==> src/rtl/registro_universal.sv <==
// Universal N-bit shift register: rotate, serial shift, parallel load,
// with serial output, modulo-N shift counter and FULL pulse. Option: PARIDAD_EN.
module registro_universal #(
  parameter int N  = 4,
  parameter int CW = 3
) (
  input  logic          CLK,
  input  logic          RESET_L,
  input  logic          ENB,
  input  logic          DIR,
  input  logic [1:0]    MODO,
  input  logic          S_IN,
  input  logic [N-1:0]  D,
  output logic [N-1:0]  Q,
  output logic          S_OUT,
  output logic [CW-1:0] CNT,
`ifdef PARIDAD_EN
  output logic          FULL,
  output logic          PAR
`else
  output logic          FULL
`endif
);

  logic [N-1:0] qNext;
  logic         sNext;
  logic         doShift;
  logic         edgeLo;
  logic         edgeHi;
  logic         lastCnt;

  // Edge-bit sources: serial input in shift mode, wrapped bit in rotate mode
  assign edgeLo  = MODO[0] ? S_IN : Q[N-1];
  assign edgeHi  = MODO[0] ? S_IN : Q[0];
  assign lastCnt = (CNT == CW'(N-1));

  // Per-bit next-state selection and shifted-out bit
  always_comb begin
    qNext   = Q;
    sNext   = S_OUT;
    doShift = 1'b0;
    unique case (1'b1)
      MODO[1]: begin
        qNext = D;
      end
      !MODO[1] && DIR: begin
        doShift = 1'b1;
        qNext   = {Q[N-2:0], edgeLo};
        sNext   = Q[N-1];
      end
      !MODO[1] && !DIR: begin
        doShift = 1'b1;
        qNext   = {edgeHi, Q[N-1:1]};
        sNext   = Q[0];
      end
    endcase
  end

  // Register bank, serial output and shift counter
  always_ff @(posedge CLK or negedge RESET_L) begin
    if (!RESET_L) begin
      Q     <= '0;
      S_OUT <= 1'b0;
      CNT   <= '0;
      FULL  <= 1'b0;
    end else if (ENB) begin
      Q     <= qNext;
      S_OUT <= sNext;
      if (doShift) begin
        CNT  <= lastCnt ? '0 : CNT + 1'b1;
        FULL <= lastCnt;
      end else begin
        CNT  <= '0;
        FULL <= 1'b0;
      end
    end else begin
      FULL <= 1'b0;
    end
  end

`ifdef PARIDAD_EN
  // Parity tracks the value being written into Q
  always_ff @(posedge CLK or negedge RESET_L) begin
    if (!RESET_L)
      PAR <= 1'b0;
    else if (ENB)
      PAR <= ^qNext;
  end
`endif

endmodule
==> config.mk <==
export PLATFORM = sky130hd
export DESIGN_NAME = registro_universal
export DESIGN_NICKNAME = d
export VERILOG_FILES = /design/src/rtl/registro_universal.sv
export SDC_FILE = /design/constraint.sdc
export NUM_CORES = 1
export LEC_CHECK = 0
export ABC_AREA = 1
export CAP_MARGIN = 20
export CORE_AREA = 2 2 39 41
export CTS_BUF_LIST = sky130_fd_sc_hd__clkbuf_16
export CTS_CLUSTER_DIAMETER = 120
export CTS_CLUSTER_SIZE = 10
export DETAILED_ROUTE_END_ITERATION = 10
export DIE_AREA = 0 0 41 43
export GPL_TIMING_DRIVEN = 1
export HOLD_SLACK_MARGIN = 0.06
export PLACE_DENSITY = 0.7
export SETUP_SLACK_MARGIN = 0.3
export SLEW_MARGIN = 20
export SYNTH_ARGS = -nofsm -noshare
export SYNTH_HDL_FRONTEND = slang
export SYNTH_SLANG_ARGS = --single-unit
==> constraint.sdc <==
create_clock -name CLK -period 3.3 [get_ports CLK]
set_clock_uncertainty 0.1 [all_clocks]
set_input_delay 0.495 -clock CLK [delete_from_list [all_inputs] [get_ports CLK]]
set_output_delay 0.495 -clock CLK [all_outputs]
set_load 0.02 [all_outputs]
==> results of run 1 <==
-- tightest hold or removal path: stages, from the launching register on --
cell	delay, ns
dfrtp_1	0.34
nand2_1	0.06
o21ai_2	0.04
-- sequential cells by signal, summed over array words and instances (netlist names) --
signal  count
CNT         3
FULL        1
Q           4
S_OUT       1
-- synth_stat cells --
| cell type | instances |
|---|---|
| o21ai_2 | 2 |
| nand3_1 | 3 |
| nor2_4 | 2 |
| a21oi_1 | 5 |
| or2_2 | 1 |
| nor3_1 | 1 |
| nand2_1 | 21 |
| nor2_1 | 8 |
| dfrtp_1 | 9 |
| o21ai_0 | 1 |
| inv_1 | 8 |
| inv_2 | 3 |
| a22o_2 | 1 |
| buf_6 | 1 |
| ha_1 | 1 |
-- cells by family (layout without fill, tap and decap cells) --
logic type,Yosys count,in the layout,share of synthesized area [%]
AOI/OAI and AO/OA,9,9,11.4
buffers and inverters,12,34,10.4
adders and majority gates,1,1,2.47
DFF,9,9,44.6
and+or+nand+nor,36,36,31.2
-- metal layers --
layer	global-route usage (%)	wire [µm]	up-vias	part of all wire, %
met3	4.71	73	0	7.0
met2	22.5	501	17	48
met1	19.6	462	216	45
li1	-	-	251	-
met4	8.00	0	0	0
met5	0	0	-	0
-- how the worst max path moves through the flow --
stage,endpoint,slack (ns),cells after the start,startpoint
2_1_floorplan,CNT[1]$_DFFE_PN0P_,2.11,2,CNT[0]$_DFFE_PN0P_
3_3_place_gp,Q[1]$_DFFE_PN0P_,1.47,8,MODO[1]
3_5_place_dp,Q[1]$_DFFE_PN0P_,1.45,8,MODO[1]
4_1_cts,Q[3],1.41,1,Q[3]$_DFFE_PN0P_
5_1_grt,Q[3],1.37,1,Q[3]$_DFFE_PN0P_
6_report,Q[3],1.42,1,Q[3]$_DFFE_PN0P_
-- power groups by stage --
stage | Clock (mW) | Sequential [mW] | Combinational, mW
floorplan | 0 | 0.150 | 0.0338
global placement | 0 | 0.136 | 0.0928
CTS | 0.214 | 0.135 | 0.0944
detailed placement | 0 | 0.136 | 0.0938
finish | 0.208 | 0.135 | 0.0932
global route | 0.221 | 0.137 | 0.103
-- layout make-up --
cell class	instances	area, µm²
Inverter	11	41.3
Clock inverter	1	3.75
Sequential cell	9	225
Timing Repair Buffer	19	190
Multi-Input combinational cell	46	228
Fill cell	141	601
Tap cell	16	20.0
Clock buffer	3	75.1
==> flow_metrics.env, run 1 <==
export IMPL_p_leak_nw=0.380
export IMPL_synth_top_cell_by_area="dfrtp_1"
export IMPL_placed_area_um2=704
export IMPL_hold_buffers=0
export IMPL_post_route_drc_count=0
export IMPL_cts_tree="yes"
export IMPL_worst_pin_slew_ns=0.448
export IMPL_min_path_cells=2
export IMPL_netSwitchingPower_mw=0.108
export IMPL_period_share_pct=56.9
export IMPL_ys_ff_latch=9
export IMPL_share_seq_of_total_power_pct=30.9
export IMPL_utilization_pct=56.6
export IMPL_period_minus_slack_ns=1.88
export IMPL_final_cells=105
export IMPL_layout_drive_gt1_share_pct=13.5
export IMPL_final_cell_mix="nand2_1, clkdlybuf4s50_1, dfrtp_1, inv_1, nor2_1"
export IMPL_outcome="finished clean"
export IMPL_syn_mean_instance_area_um2=7.54
export IMPL_drt_antenna_violating_nets=0
export IMPL_syn_num_nets=79
export IMPL_crit_slowest_cell="clkdlybuf4s50_1"
export IMPL_reg2reg_setup_slack_ns=2.19
export IMPL_dp_slack_ns=1.45
export IMPL_peakVddDrop_mv=0.251
export IMPL_vias=484
export IMPL_rsz0062_at_grt="false"
export IMPL_crit_type="register to output pin"
export IMPL_finalHoldViolCount=0
export IMPL_ys_seq_area_share_pct=44.6
export IMPL_rows=14
export IMPL_first_pass_iters=4
export IMPL_core_mm2=0.00138
export IMPL_critPathMaxFanout=5
export IMPL_switching_share_pct=24.8
export IMPL_drt_iter0_markers=10
export IMPL_grt_ovfl_total=0
export IMPL_min_delay_start="S_OUT$_DFFE_PN0P_"
export IMPL_fp_dieW_um=41
export IMPL_rr_endpoint="CNT[1]$_DFFE_PN0P_"
export IMPL_clock_latency_ns=0.23
export IMPL_path_buf_inv=1
export IMPL_hpwl_um=779
export IMPL_cts_buffer_depth=2
export IMPL_grt_max_degree=10
export IMPL_setup_viol=0
export IMPL_synth_area_leaders="dfrtp_1, nand2_1, inv_1"
export IMPL_grt_first_pass_wirelength_um=1840
export IMPL_wl_per_cell_um=9.88
export IMPL_drv_cap=0
export IMPL_final_common_cell="nand2_1"
export IMPL_cellPowerDensity_mw_per_mm2=556
export IMPL_clock_sinks=9
export IMPL_grt_pass1_vias=454
export IMPL_initial_core_util_pct=36.5
export IMPL_htree_levels=1
export IMPL_intPower_mw=0.328
export IMPL_min_to="S_OUT$_DFFE_PN0P_"
export IMPL_antenna_found_initial=0
export IMPL_path_clk_slew_ns=0.04
export IMPL_post_cts_buffers=0
export IMPL_crit_chain="clkdlybuf4s50_1"
export IMPL_slowest_delay_ns=0.63
export IMPL_required_ns=2.70
export IMPL_die_height_um=43
export IMPL_max_slew_margin_pct=70.0
export IMPL_r2r_start="CNT[0]$_DFFE_PN0P_"
export IMPL_dp_cells=101
export IMPL_portBuffers=19
export IMPL_slew_viol_final=0
export IMPL_p_clk_share_pct=47.7
export IMPL_numCtsBuffers=3
export IMPL_yosys_warnings=0
export IMPL_wl_um=1040
export IMPL_track_usage_pct=15.4
export IMPL_area_growth_synth_to_final_pct=55.0
export IMPL_synth_top_area_share_pct=44.6
export IMPL_hp_class="register to register"
export IMPL_crit_family="buffers and inverters"
export IMPL_synthCells=67
export IMPL_postCtsResizedCells=0
export IMPL_final_design_area_no_fill_um2=783
export IMPL_comb_power_share_pct=21.4
export IMPL_via_per_inst=4.61
export IMPL_tns_ns=0
export IMPL_cts_root_buf="clkbuf_16"
export IMPL_syn_area_um2=505
export IMPL_max_clock_freq_ghz=0.533
export IMPL_total_power_mw=0.436
export IMPL_diodes=0
export IMPL_endpoint_kind="output pin"
export IMPL_finalWorstSetupSlack_ns=1.42
export IMPL_synth_cell_type_count=15
export IMPL_holdWs_ns=0.379
export IMPL_place_gp_congestion=0.857
export IMPL_die_area_mm2=0.00176
export IMPL_fin_nets=102
export IMPL_worst_setup_path_start_kind="register"
export IMPL_worstRegToRegCells=2
export IMPL_arrival_ns=1.28
export IMPL_ioPinCount=20
(Power assumes the default switching activity.)
==> run 2: changes to the inputs <==
--- a/config.mk
+++ b/config.mk
@@ -7,12 +7,12 @@
 export LEC_CHECK = 0
 export ABC_AREA = 1
 export CAP_MARGIN = 20
-export CORE_AREA = 2 2 39 41
+export CORE_MARGIN = 1
+export CORE_UTILIZATION = 36
 export CTS_BUF_LIST = sky130_fd_sc_hd__clkbuf_16
 export CTS_CLUSTER_DIAMETER = 120
 export CTS_CLUSTER_SIZE = 10
 export DETAILED_ROUTE_END_ITERATION = 10
-export DIE_AREA = 0 0 41 43
 export GPL_TIMING_DRIVEN = 1
 export HOLD_SLACK_MARGIN = 0.06
 export PLACE_DENSITY = 0.7
==> constraint.sdc (replaced) <==
create_clock -name CLK -period 1.6 [get_ports CLK]
set_clock_uncertainty 0.1 [all_clocks]
set_input_delay 0.24 -clock CLK [delete_from_list [all_inputs] [get_ports CLK]]
set_output_delay 0.24 -clock CLK [all_outputs]
set_load 0.02 [all_outputs]
==> run 2 against run 1 <==
Die area fell by 12%. Clock power rose by 110%. Count of clock-buffer cells in the layout did not move. Routed wire length rose by 12%.
==> flow_metrics.env, run 2 (synthesis gave the netlist of run 1 again) <==
export IMPL_wl_met1_um=537
export IMPL_crit_cells=1
export IMPL_hp_class="input pin to async pin"
export IMPL_crit_end="Q[0]"
export IMPL_drt_iter0_markers=7
export IMPL_layout_drive_gt1_share_pct=20.9
export IMPL_critPathMaxFanout=5
export IMPL_via_per_inst=4.62
export IMPL_period_share_pct=79.7
export IMPL_top_register="Q"
export IMPL_fillers=132
export IMPL_hold_buffers=0
export IMPL_setup_viol=0
export IMPL_slowest_delay_ns=0.43
export IMPL_clock_sinks=9
export IMPL_track_usage_pct=19.2
export IMPL_peakVddDrop_mv=0.738
export IMPL_final_cell_mix="nand2_1, inv_1, clkdlybuf4s50_1"
export IMPL_post_route_drc_count=0
export IMPL_vias=490
export IMPL_worstRegToRegCells=2
export IMPL_ioPinCount=20
export IMPL_path_clk_slew_ns=0.04
export IMPL_antenna_found_initial=0
export IMPL_fp_dieW_um=39.5
export IMPL_fin_nets=104
export IMPL_rr_endpoint="CNT[1]$_DFFE_PN0P_"
export IMPL_die_height_um=39.5
export IMPL_worst_pin_slew_ns=0.421
export IMPL_wl_um=1160
export IMPL_first_pass_iters=3
export IMPL_drv_cap=0
export IMPL_r2r_start="CNT[0]$_DFFE_PN0P_"
export IMPL_numCtsBuffers=3
export IMPL_core_mm2=0.00130
export IMPL_diodes=0
export IMPL_tns_ns=0
export IMPL_slew_viol_final=0
export IMPL_cellPowerDensity_mw_per_mm2=1130
export IMPL_crit_type="register to output pin"
export IMPL_area_growth_synth_to_final_pct=57.7
export IMPL_outcome="finished clean"
export IMPL_reg_top3="Q (4), CNT (3)"
export IMPL_multi_input_area_um2=233
export IMPL_rsz0062_at_grt="false"
export IMPL_rows=13
export IMPL_dr_wl_met3_um=61
export IMPL_place_gp_congestion=0.849
export IMPL_max_slew_margin_pct=71.8
export IMPL_finalHoldViolCount=0
export IMPL_arrival_ns=0.94
export IMPL_grt_pass1_vias=453
export IMPL_post_cts_buffers=0
export IMPL_wl_per_cell_um=10.9
export IMPL_grt_first_pass_wirelength_um=1920
export IMPL_cts_tree="yes"
export IMPL_path_buf_inv=1
export IMPL_hpwl_um=860
export IMPL_endpoint_kind="output pin"
export IMPL_crit_slowest_cell="dfrtp_2"
export IMPL_reg2reg_setup_slack_ns=0.49
export IMPL_grt_max_degree=10
export IMPL_die_area_mm2=0.00156
export IMPL_initial_core_util_pct=38.8
export IMPL_cts_buffer_depth=2
export IMPL_routed_top_layer="met4"
export IMPL_required_ns=1.26
export IMPL_max_clock_freq_ghz=0.784
export IMPL_crit_family="flip-flops"
export IMPL_drt_antenna_violating_nets=0
export IMPL_worst_setup_path_start_kind="register"
export IMPL_p_leak_nw=0.415
export IMPL_htree_levels=1
export IMPL_period_minus_slack_ns=1.28
export IMPL_final_common_cell="nand2_1"
export IMPL_largest_reg_flops=4
export IMPL_worstSetupStartpoint="Q[0]$_DFFE_PN0P_"
export IMPL_finalWorstSetupSlack_ns=0.325
export IMPL_cts_root_buf="clkbuf_16"
export IMPL_dp_slack_ns=0.120
export IMPL_crit_chain="clkdlybuf4s15_2"
export IMPL_grt_ovfl_total=0
export IMPL_seq_area_um2=226
export IMPL_clock_latency_ns=0.24
export IMPL_portBuffers=19
export IMPL_route_met2_wl_um=538
run 2: through the flow:
step	total power, mW	hold slack (ns)	util (%)	instance area, µm²	std cells
6_report	0.903	0.209	61.3	797	106
5_1_grt	0.942	0.247	61.3	797	106
4_1_cts	0.903	0.232	60.7	790	106
3_5_place_dp	0.478	0.368	55.2	718	102
3_3_place_gp	0.476	0.374	55.2	718	102
2_1_floorplan	0.378	-0.156	-	505	67
run 2: worst min-delay path by stage:
stage	end	slack (ns)	from	cells after the start
global placement	S_OUT$_DFFE_PN0P_	0.37	S_OUT$_DFFE_PN0P_	2
finish	Q[2]$_DFFE_PN0P_	0.21	RESET_L	1
floorplan	CNT[0]$_DFFE_PN0P_	-0.16	RESET_L	0
CTS	CNT[2]$_DFFE_PN0P_	0.23	RESET_L	1
detailed placement	S_OUT$_DFFE_PN0P_	0.37	S_OUT$_DFFE_PN0P_	2
global route	CNT[2]$_DFFE_PN0P_	0.25	RESET_L	1
run 2: repair_timing:
action,in CTS,in global routing
endpoints found under the setup margin,9,9
endpoints found under the hold margin,0,0
gates resized for setup,12,10
run 2: metal layers:
| layer | GRT usage, % | vias up |
|---|---|---|
| li1 | - | 252 |
| met1 | 23.0 | 221 |
| met2 | 30.7 | 15 |
| met3 | 5.11 | 2 |
| met4 | 10.3 | 0 |
| met5 | 0 | - |
run 2: final cells by class:
cell class,instances,share of cell area [%]
inverter,11,5.18
sequential,9,28.4
clock buffer,3,9.42
multi-input combinational,46,29.2
timing repair buffer,21,25.0
tap,15,2.35
clock inverter,1,0.471
run 2: power breakdown:
part,switching (mW),total [mW],internal (mW)
Clock,0.115,0.443,0.327
Sequential,0.0248,0.279,0.255
Combinational,0.0975,0.181,0.0835
